`src/rtl/tour_cmd_seq.sv`:
```
// Knight's-tour move sequencer: turns each one-hot solver move into a vertical then a horizontal robot leg.
// Optional feature: define TOUR_FANFARE_EN to issue horizontal legs with the fanfare opcode.
module tour_cmd_seq #(
    parameter int NUM_MOVES = 24
) (
    input  logic        clk,
    input  logic        rst,
    input  logic        start_tour,
    input  logic [7:0]  move,
    output logic [4:0]  mv_indx,
    output logic [15:0] cmd,
    output logic        cmd_rdy,
    input  logic        clr_cmd_rdy,
    input  logic        send_resp,
    output logic        busy,
    output logic        tour_done,
    output logic        err
);

    localparam logic [3:0] OP_V = 4'b0010;
`ifdef TOUR_FANFARE_EN
    localparam logic [3:0] OP_H = 4'b0011;
`else
    localparam logic [3:0] OP_H = 4'b0010;
`endif
    localparam logic [4:0] LAST_INDX = 5'(NUM_MOVES - 1);

    localparam logic [7:0] HDG_N = 8'h00;
    localparam logic [7:0] HDG_S = 8'h7F;
    localparam logic [7:0] HDG_E = 8'hBF;
    localparam logic [7:0] HDG_W = 8'h3F;

    typedef enum logic [2:0] {
        IDLE,
        LOAD,
        SEND_V,
        WAIT_V,
        SEND_H,
        WAIT_H
    } state_t;

    state_t     state;
    logic [7:0] move_reg;
    logic       move_one_hot;

    // Heading and square count of the dy component, {heading, squares}.
    function automatic logic [11:0] leg_v(input logic [7:0] m);
        logic [11:0] leg;
        case (m)
            8'h01, 8'h02: leg = {HDG_N, 4'd2};
            8'h04, 8'h80: leg = {HDG_N, 4'd1};
            8'h08, 8'h40: leg = {HDG_S, 4'd1};
            8'h10, 8'h20: leg = {HDG_S, 4'd2};
            default:      leg = 12'h000;
        endcase
        return leg;
    endfunction

    function automatic logic [11:0] leg_h(input logic [7:0] m);
        logic [11:0] leg;
        case (m)
            8'h01, 8'h20: leg = {HDG_E, 4'd1};
            8'h02, 8'h10: leg = {HDG_W, 4'd1};
            8'h04, 8'h08: leg = {HDG_W, 4'd2};
            8'h40, 8'h80: leg = {HDG_E, 4'd2};
            default:      leg = 12'h000;
        endcase
        return leg;
    endfunction

    assign move_one_hot = (move != 8'h00) && ((move & (move - 8'h01)) == 8'h00);
    assign busy         = (state != IDLE);

    // Each handshake input is only honoured in the state that expects it.
    always_ff @(posedge clk) begin
        if (rst) begin
            state     <= IDLE;
            mv_indx   <= 5'd0;
            cmd       <= 16'h0000;
            cmd_rdy   <= 1'b0;
            tour_done <= 1'b0;
            err       <= 1'b0;
            move_reg  <= 8'h00;
        end else begin
            tour_done <= 1'b0;
            case (state)
                IDLE: begin
                    if (start_tour) begin
                        mv_indx <= 5'd0;
                        err     <= 1'b0;
                        state   <= LOAD;
                    end
                end
                LOAD: begin
                    move_reg <= move;
                    if (move_one_hot) begin
                        cmd     <= {OP_V, leg_v(move)};
                        cmd_rdy <= 1'b1;
                        state   <= SEND_V;
                    end else begin
                        err   <= 1'b1;
                        state <= IDLE;
                    end
                end
                SEND_V: begin
                    if (clr_cmd_rdy) begin
                        cmd_rdy <= 1'b0;
                        state   <= WAIT_V;
                    end
                end
                WAIT_V: begin
                    if (send_resp) begin
                        cmd     <= {OP_H, leg_h(move_reg)};
                        cmd_rdy <= 1'b1;
                        state   <= SEND_H;
                    end
                end
                SEND_H: begin
                    if (clr_cmd_rdy) begin
                        cmd_rdy <= 1'b0;
                        state   <= WAIT_H;
                    end
                end
                WAIT_H: begin
                    if (send_resp) begin
                        if (mv_indx == LAST_INDX) begin
                            tour_done <= 1'b1;
                            state     <= IDLE;
                        end else begin
                            mv_indx <= mv_indx + 5'd1;
                            state   <= LOAD;
                        end
                    end
                end
                default: state <= IDLE;
            endcase
        end
    end

endmodule
```
`config.mk`:
```
export PLATFORM = sky130hd
export DESIGN_NAME = tour_cmd_seq
export DESIGN_NICKNAME = d
export VERILOG_FILES = /design/src/rtl/tour_cmd_seq.sv
export SDC_FILE = /design/constraint.sdc
export NUM_CORES = 1
export LEC_CHECK = 0
export CELL_PAD_IN_SITES_DETAIL_PLACEMENT = 1
export CELL_PAD_IN_SITES_GLOBAL_PLACEMENT = 1
export CORE_ASPECT_RATIO = 0.9
export CORE_MARGIN = 5
export CORE_UTILIZATION = 36
export DETAILED_ROUTE_END_ITERATION = 8
export GPL_ROUTABILITY_DRIVEN = 0
export MAX_ROUTING_LAYER = met4
export PLACE_DENSITY_LB_ADDON = 0.1
export SETUP_SLACK_MARGIN = 0.5
export SKIP_CTS_REPAIR_TIMING = 1
export SYNTH_ARGS = -nofsm -noshare
export SYNTH_HDL_FRONTEND = slang
export SYNTH_SLANG_ARGS = --single-unit
export TNS_END_PERCENT = 50
```
`constraint.sdc`:
```
create_clock -name clk -period 2.8 [get_ports clk]
set_clock_uncertainty 0.2 [all_clocks]
set_input_delay 0.56 -clock clk [delete_from_list [all_inputs] [get_ports clk]]
set_output_delay 0.56 -clock clk [all_outputs]
set_load 0.03 [all_outputs]
```
==> results of run 1 <==
synthesized netlist by cell type, drive strengths merged, types with 5 or more instances:
cell type | instances | share of area
nor2 | 24 | 0.058
inv | 5 | 0.012
o21ai | 17 | 0.057
nand2 | 11 | 0.027
a21oi | 11 | 0.035
dfxtp | 25 | 0.32
clkbuf | 6 | 0.021
mux2i | 9 | 0.058
buf | 17 | 0.079
xor2 | 8 | 0.045
per-stage QoR:
step           worst slack [ps]  power, uW  std cells
6_report                    347        781        268
5_1_grt                     308        822        268
4_1_cts                     252        787        268
3_5_place_dp              -37.2        570        264
3_3_place_gp               38.9        560        264
2_1_floorplan               508        508        194
cell type report:
| type | instances | area [sq um] | share of cell area |
|---|---|---|---|
| sequential | 25 | 500 | 0.253 |
| timing repair buffer | 45 | 434 | 0.219 |
| inverter | 5 | 18.8 | 0.00949 |
| tap | 48 | 60.1 | 0.0304 |
| multi-input combinational | 141 | 920 | 0.465 |
| clock buffer | 4 | 45.0 | 0.0228 |
worst register-to-register path, cell delays in order (launching register included):
cell and delay, ps:
dfxtp_1 500, or4b_2 650, a21oi_1 170, nor2_1 60, o21ai_0 130, a221oi_1 140
a211oi_2 200
power by group:
group | total [uW] | leakage, uW | switching, uW | internal [uW]
sequential | 386 | 0.000203 | 18.6 | 367
clock | 218 | 0.0000228 | 116 | 102
combinational | 178 | 0.000547 | 101 | 76.9
total | 781 | 0.000773 | 235 | 546
kinds of logic after synthesis:
logic type | after synthesis
AOI/OAI and AO/OA | 45
muxes | 9
xor gates and xnor gates | 10
adders and majority gates | 1
and+or+nand+nor | 71
other | 1
buffers and inverters | 28
DFF | 25
worst paths after layout:
kind	from	end	cells after the start
min reg2reg	cmd[13]	cmd[13]	2
max	move[3]	cmd[9]	7
max reg2reg	move_reg[7]	cmd[9]	6
min	cmd[13]	cmd[13]	2
routing by layer:
metal / share of wire / vias up
li1: - / 728
met1: 0.49 / 703
met2: 0.47 / 28
met3: 0.032 / 4
met4: 0.0078 / 0
met5: 0 / -
==> metrics.txt, run 1 <==
status finished clean; NumNets Final 235; total track usage 0.160; #FFs+latches synth 25; die height 72.4 um; Synth Area in Compound Gates 0.195; H-tree depth 1; Syn. warnings 0; Post-Synth Simple-Gate Area 0.248; Fin Setup TNS 0 ps; Most Used Layer, Global Route met2; Sink Count 25; GR Util met3 0.0360; TritonCTS clock tree built; Worst Path Required 2800 ps; largest family of logic cells by synthesized area simple AND/OR/NAND/NOR gates; setup repair after global routing missed its margin yes; worst IR drop on VDD 0.185 mV; crit start category primary input; maximum fanout along the worst path 3; Clock Path Buffers 2; first-pass GRT wire length 7180 um; commonest non-fill, non-tap cell in the layout dfxtp_1; slew margin rel. 0.648; vias in the first global route 1,455; Primary FF master, synth dfxtp_1; Synth Area in XOR/XNOR 0.0563; Post-Synth Adder-Cell Area 0.00804; Horiz. Die Dim 79.3 um; CTS root buffer clkbuf_8; max cap viols 0; Yosys cell types 47; commonest non-fill, non-tap cells in the layout 25 x dfxtp_1, 24 x nor2_1, 24 x clkdlybuf4s50_1; layout cells sized above 1 0.136; synthesized cell area 1560 sq um; max FFs per register 8; Final min period 2450 ps; post-synthesis mux area share 0.0579; fin area 1980 sq um; Initial Util 0.377; final WL 4350 um; critical path endpoint category flop; worst path arrival time 2460 ps; total core area 4130 sq um; Synth Instances 190; io pins 38; GRT met2 Usage 0.249; Layout area overhead 27.1%; GR Util met1 0.212; WL/cell 16.2 um; die area 5740 sq um; Starting DRT DRC Count 76; Via density 5.46; Post-route DRC 0; gr ovfl total 0; Synth Area per Inst 8.19 sq um; Reg clk slew, reported paths 90 ps; final core occ 0.479; slowest stage cell, crit path or4_1; Slew Limit Fails 0; Post-synth EDFFs 0; Setup Viol. Count Final 0; fill count 500; CP delay by family, top buffers and inverters; antenna violations before repair 0; R2R setup slack 690 ps; worst skew pair latency 270 ps; CP Buf/Inv Count 3; Leak 0.000773 uW; Fin. Hold Viols 0; Worst Tran Pin Value 529 ps; final period utilization 0.876; Num CTS Buffers 3; DP HPWL 3430 um; CP max stage delay 540 ps; Power Dens Cells 395 nW/um^2; post-synthesis sequential area ratio 0.322; ANT cells 0; routed vias 1,463; CP cell instances clkdlybuf4s50_1 -> inv_2 -> or4_1 -> a2111oi_2 -> buf_4 -> a221oi_1 -> a211oi_2; Max Fclk 408 MHz; Port Buffers 32; Async SR Flop Fraction 0; placed instance area 1890 sq um; largest net degree at the start of global routing 15; type of the tightest min-delay check flop to flop; Fin Hold WS 248 ps; num rows 22; Antenna Nets Post-Route 0; WS Path Type primary input to flop; TritonRoute pass-1 iters 4
(Power assumes the default switching activity.)
==> run 2, diff against run 1 <==
Settings changed: CTS_BUF_LIST from default to sky130_fd_sc_hd__clkbuf_4 sky130_fd_sc_hd__clkbuf_8 sky130_fd_sc_hd__clkbuf_16.
==> metrics.txt, run 2 (synthesis gave the netlist of run 1 again) <==
Final min period 2450 ps (-0.871 ps); Layout area overhead 27.3%; first-pass GRT wire length 7170 um (-0.18%); Worst R2R Start state[2]; final period utilization 0.876 (about the same); M1 wire length 2170 um (+0.79%); die area 5740 sq um (unchanged); crit start category primary input; gr ovfl total 0 (unchanged); Max Fclk 408 MHz (about the same); Cells after DPL 264 (unchanged); Top Layer Used met4; footprint of the multi-input gates 920 sq um (unchanged); FF+latch area 500 sq um (unchanged); num rows 22 (unchanged); capturing point of the worst reg2reg path cmd[9]; CP max stage delay 540 ps (about the same); fin area 1980 sq um (+0.19%); max FFs per register 8 (unchanged); Reg clk slew, reported paths 90 ps (about the same); Port Buffers 32 (unchanged); Worst Tran Pin Value 529 ps (+0.000179 ps); ANT cells 0 (unchanged); worst skew pair latency 270 ps (about the same); slew margin rel. 0.648 (unchanged); R2R setup slack 690 ps (about the same); vias in the first global route 1,452 (-0.21%); non-filler cells, final 268 (unchanged); R2R cell count 6 (unchanged); total core area 4130 sq um (unchanged); max cap viols 0 (unchanged); critical path endpoint category flop; H-tree depth 1 (unchanged); maximum fanout along the worst path 3 (unchanged); layout cells sized above 1 0.141 (+0.00455); setup repair after global routing missed its margin yes; placed instance area 1890 sq um (unchanged); slowest stage cell, crit path or4_1; Fin. Hold Viols 0 (unchanged); Starting DRT DRC Count 78 (+2.6%); worst IR drop on VDD 0.187 mV (+0.65%); final WL 4350 um (about the same); Fin Setup TNS 0 ps (unchanged); Worst Path Required 2800 ps (about the same); Clock Path Buffers 2 (unchanged); Via density 5.43 (-0.55%); Num CTS Buffers 3 (unchanged); TritonRoute pass-1 iters 4 (unchanged); Fin Hold WS 249 ps (+0.125 ps); total track usage 0.160 (unchanged); type of the tightest min-delay check flop to flop; Hold Path Cell Cnt 2 (unchanged); Power Dens Cells 399 nW/um^2 (+0.96%); Hold Path Origin cmd[13]; DR WL met3 132 um (-5.7%); io pins 38 (unchanged); commonest non-fill, non-tap cell in the layout dfxtp_1; Post-route DRC 0 (unchanged); fill count 498 (-0.40%); WL/cell 16.2 um (about the same); Leak 0.000776 uW (+0.44%); met2 WL 2010 um (-0.89%); final core occ 0.480 (+0.000909); Setup Viol. Count Final 0 (unchanged); Initial Util 0.377 (unchanged); WS Path Type primary input to flop; Hold Path Sink cmd[13]; TritonCTS clock tree built; CTS root buffer clkbuf_8; antenna violations before repair 0 (unchanged); Horiz. Die Dim 79.3 um (unchanged); NumNets Final 235 (unchanged); status finished clean; DP HPWL 3430 um (unchanged); largest net degree at the start of global routing 15 (unchanged); commonest non-fill, non-tap cells in the layout 25 x dfxtp_1, 24 x nor2_1, 24 x clkdlybuf4s50_1; Slew Limit Fails 0 (unchanged); Sink Count 25 (unchanged); die height 72.4 um (unchanged); Antenna Nets Post-Route 0 (unchanged); worst path arrival time 2460 ps (about the same); CP cell instances clkdlybuf4s50_1 -> inv_2 -> or4_1 -> a2111oi_2 -> buf_4 -> a221oi_1 -> a211oi_2; routed vias 1,455 (-0.55%)
## run 2: cell counts in the layout (fill, tap and decap cells not counted)
Identical to the previous run, type by type.
## run 2: report_power, final
part / leakage (uW) / switching, uW / internal, uW
registers: 0.000203 / 18.6 / 367
logic: 0.000547 / 101 / 76.9
clock network: 0.0000262 / 115 / 112
## run 2: cell type report
cell class	count	share of cell area
Tap cell	48	0.0303
Timing Repair Buffer	45	0.219
Inverter	5	0.00947
Multi-Input combinational cell	141	0.464
Clock buffer	4	0.0246
Sequential cell	25	0.253
## run 2: worst max-delay path, delay by kind of cell
kind	cells	cell delay [ps]
buffers and inverters	3	710
AO/OA/AOI/OAI	3	640
AND/OR/NAND/NOR	1	540
## run 2: stage by stage
| stage | total power, uW | worst slack, ps |
|---|---|---|
| detailed placement | 570 | -37.2 |
| CTS | 797 | 252 |
| global route | 831 | 308 |
| global placement | 560 | 38.9 |
| floorplan | 508 | 508 |
| finish | 790 | 347 |
## run 2: how the worst max path moves through the flow
stage / depth (start not counted) / endpoint / startpoint / slack, ps
2_1_floorplan: 6 / cmd[9] / move[3] / 510
3_3_place_gp: 7 / cmd[9] / move[3] / 40
3_5_place_dp: 7 / cmd[9] / move[3] / -40
4_1_cts: 7 / cmd[9] / move[3] / 250
5_1_grt: 7 / cmd[9] / move[3] / 310
6_report: 7 / cmd[9] / move[3] / 350
## run 2: per-layer routing
| metal | vias to the layer above | track usage |
|---|---|---|
| met4 | 0 | 0.0382 |
| met2 | 26 | 0.250 |
| met5 | - | - |
| met3 | 6 | 0.0360 |
| met1 | 695 | 0.211 |
| li1 | 728 | - |
==> run 3, diff against run 2 <==
Settings changed: GPL_TIMING_DRIVEN from default to 1.
==> results of run 3 <==
The final DEF is identical to that of run 2; final timing and power are the same.
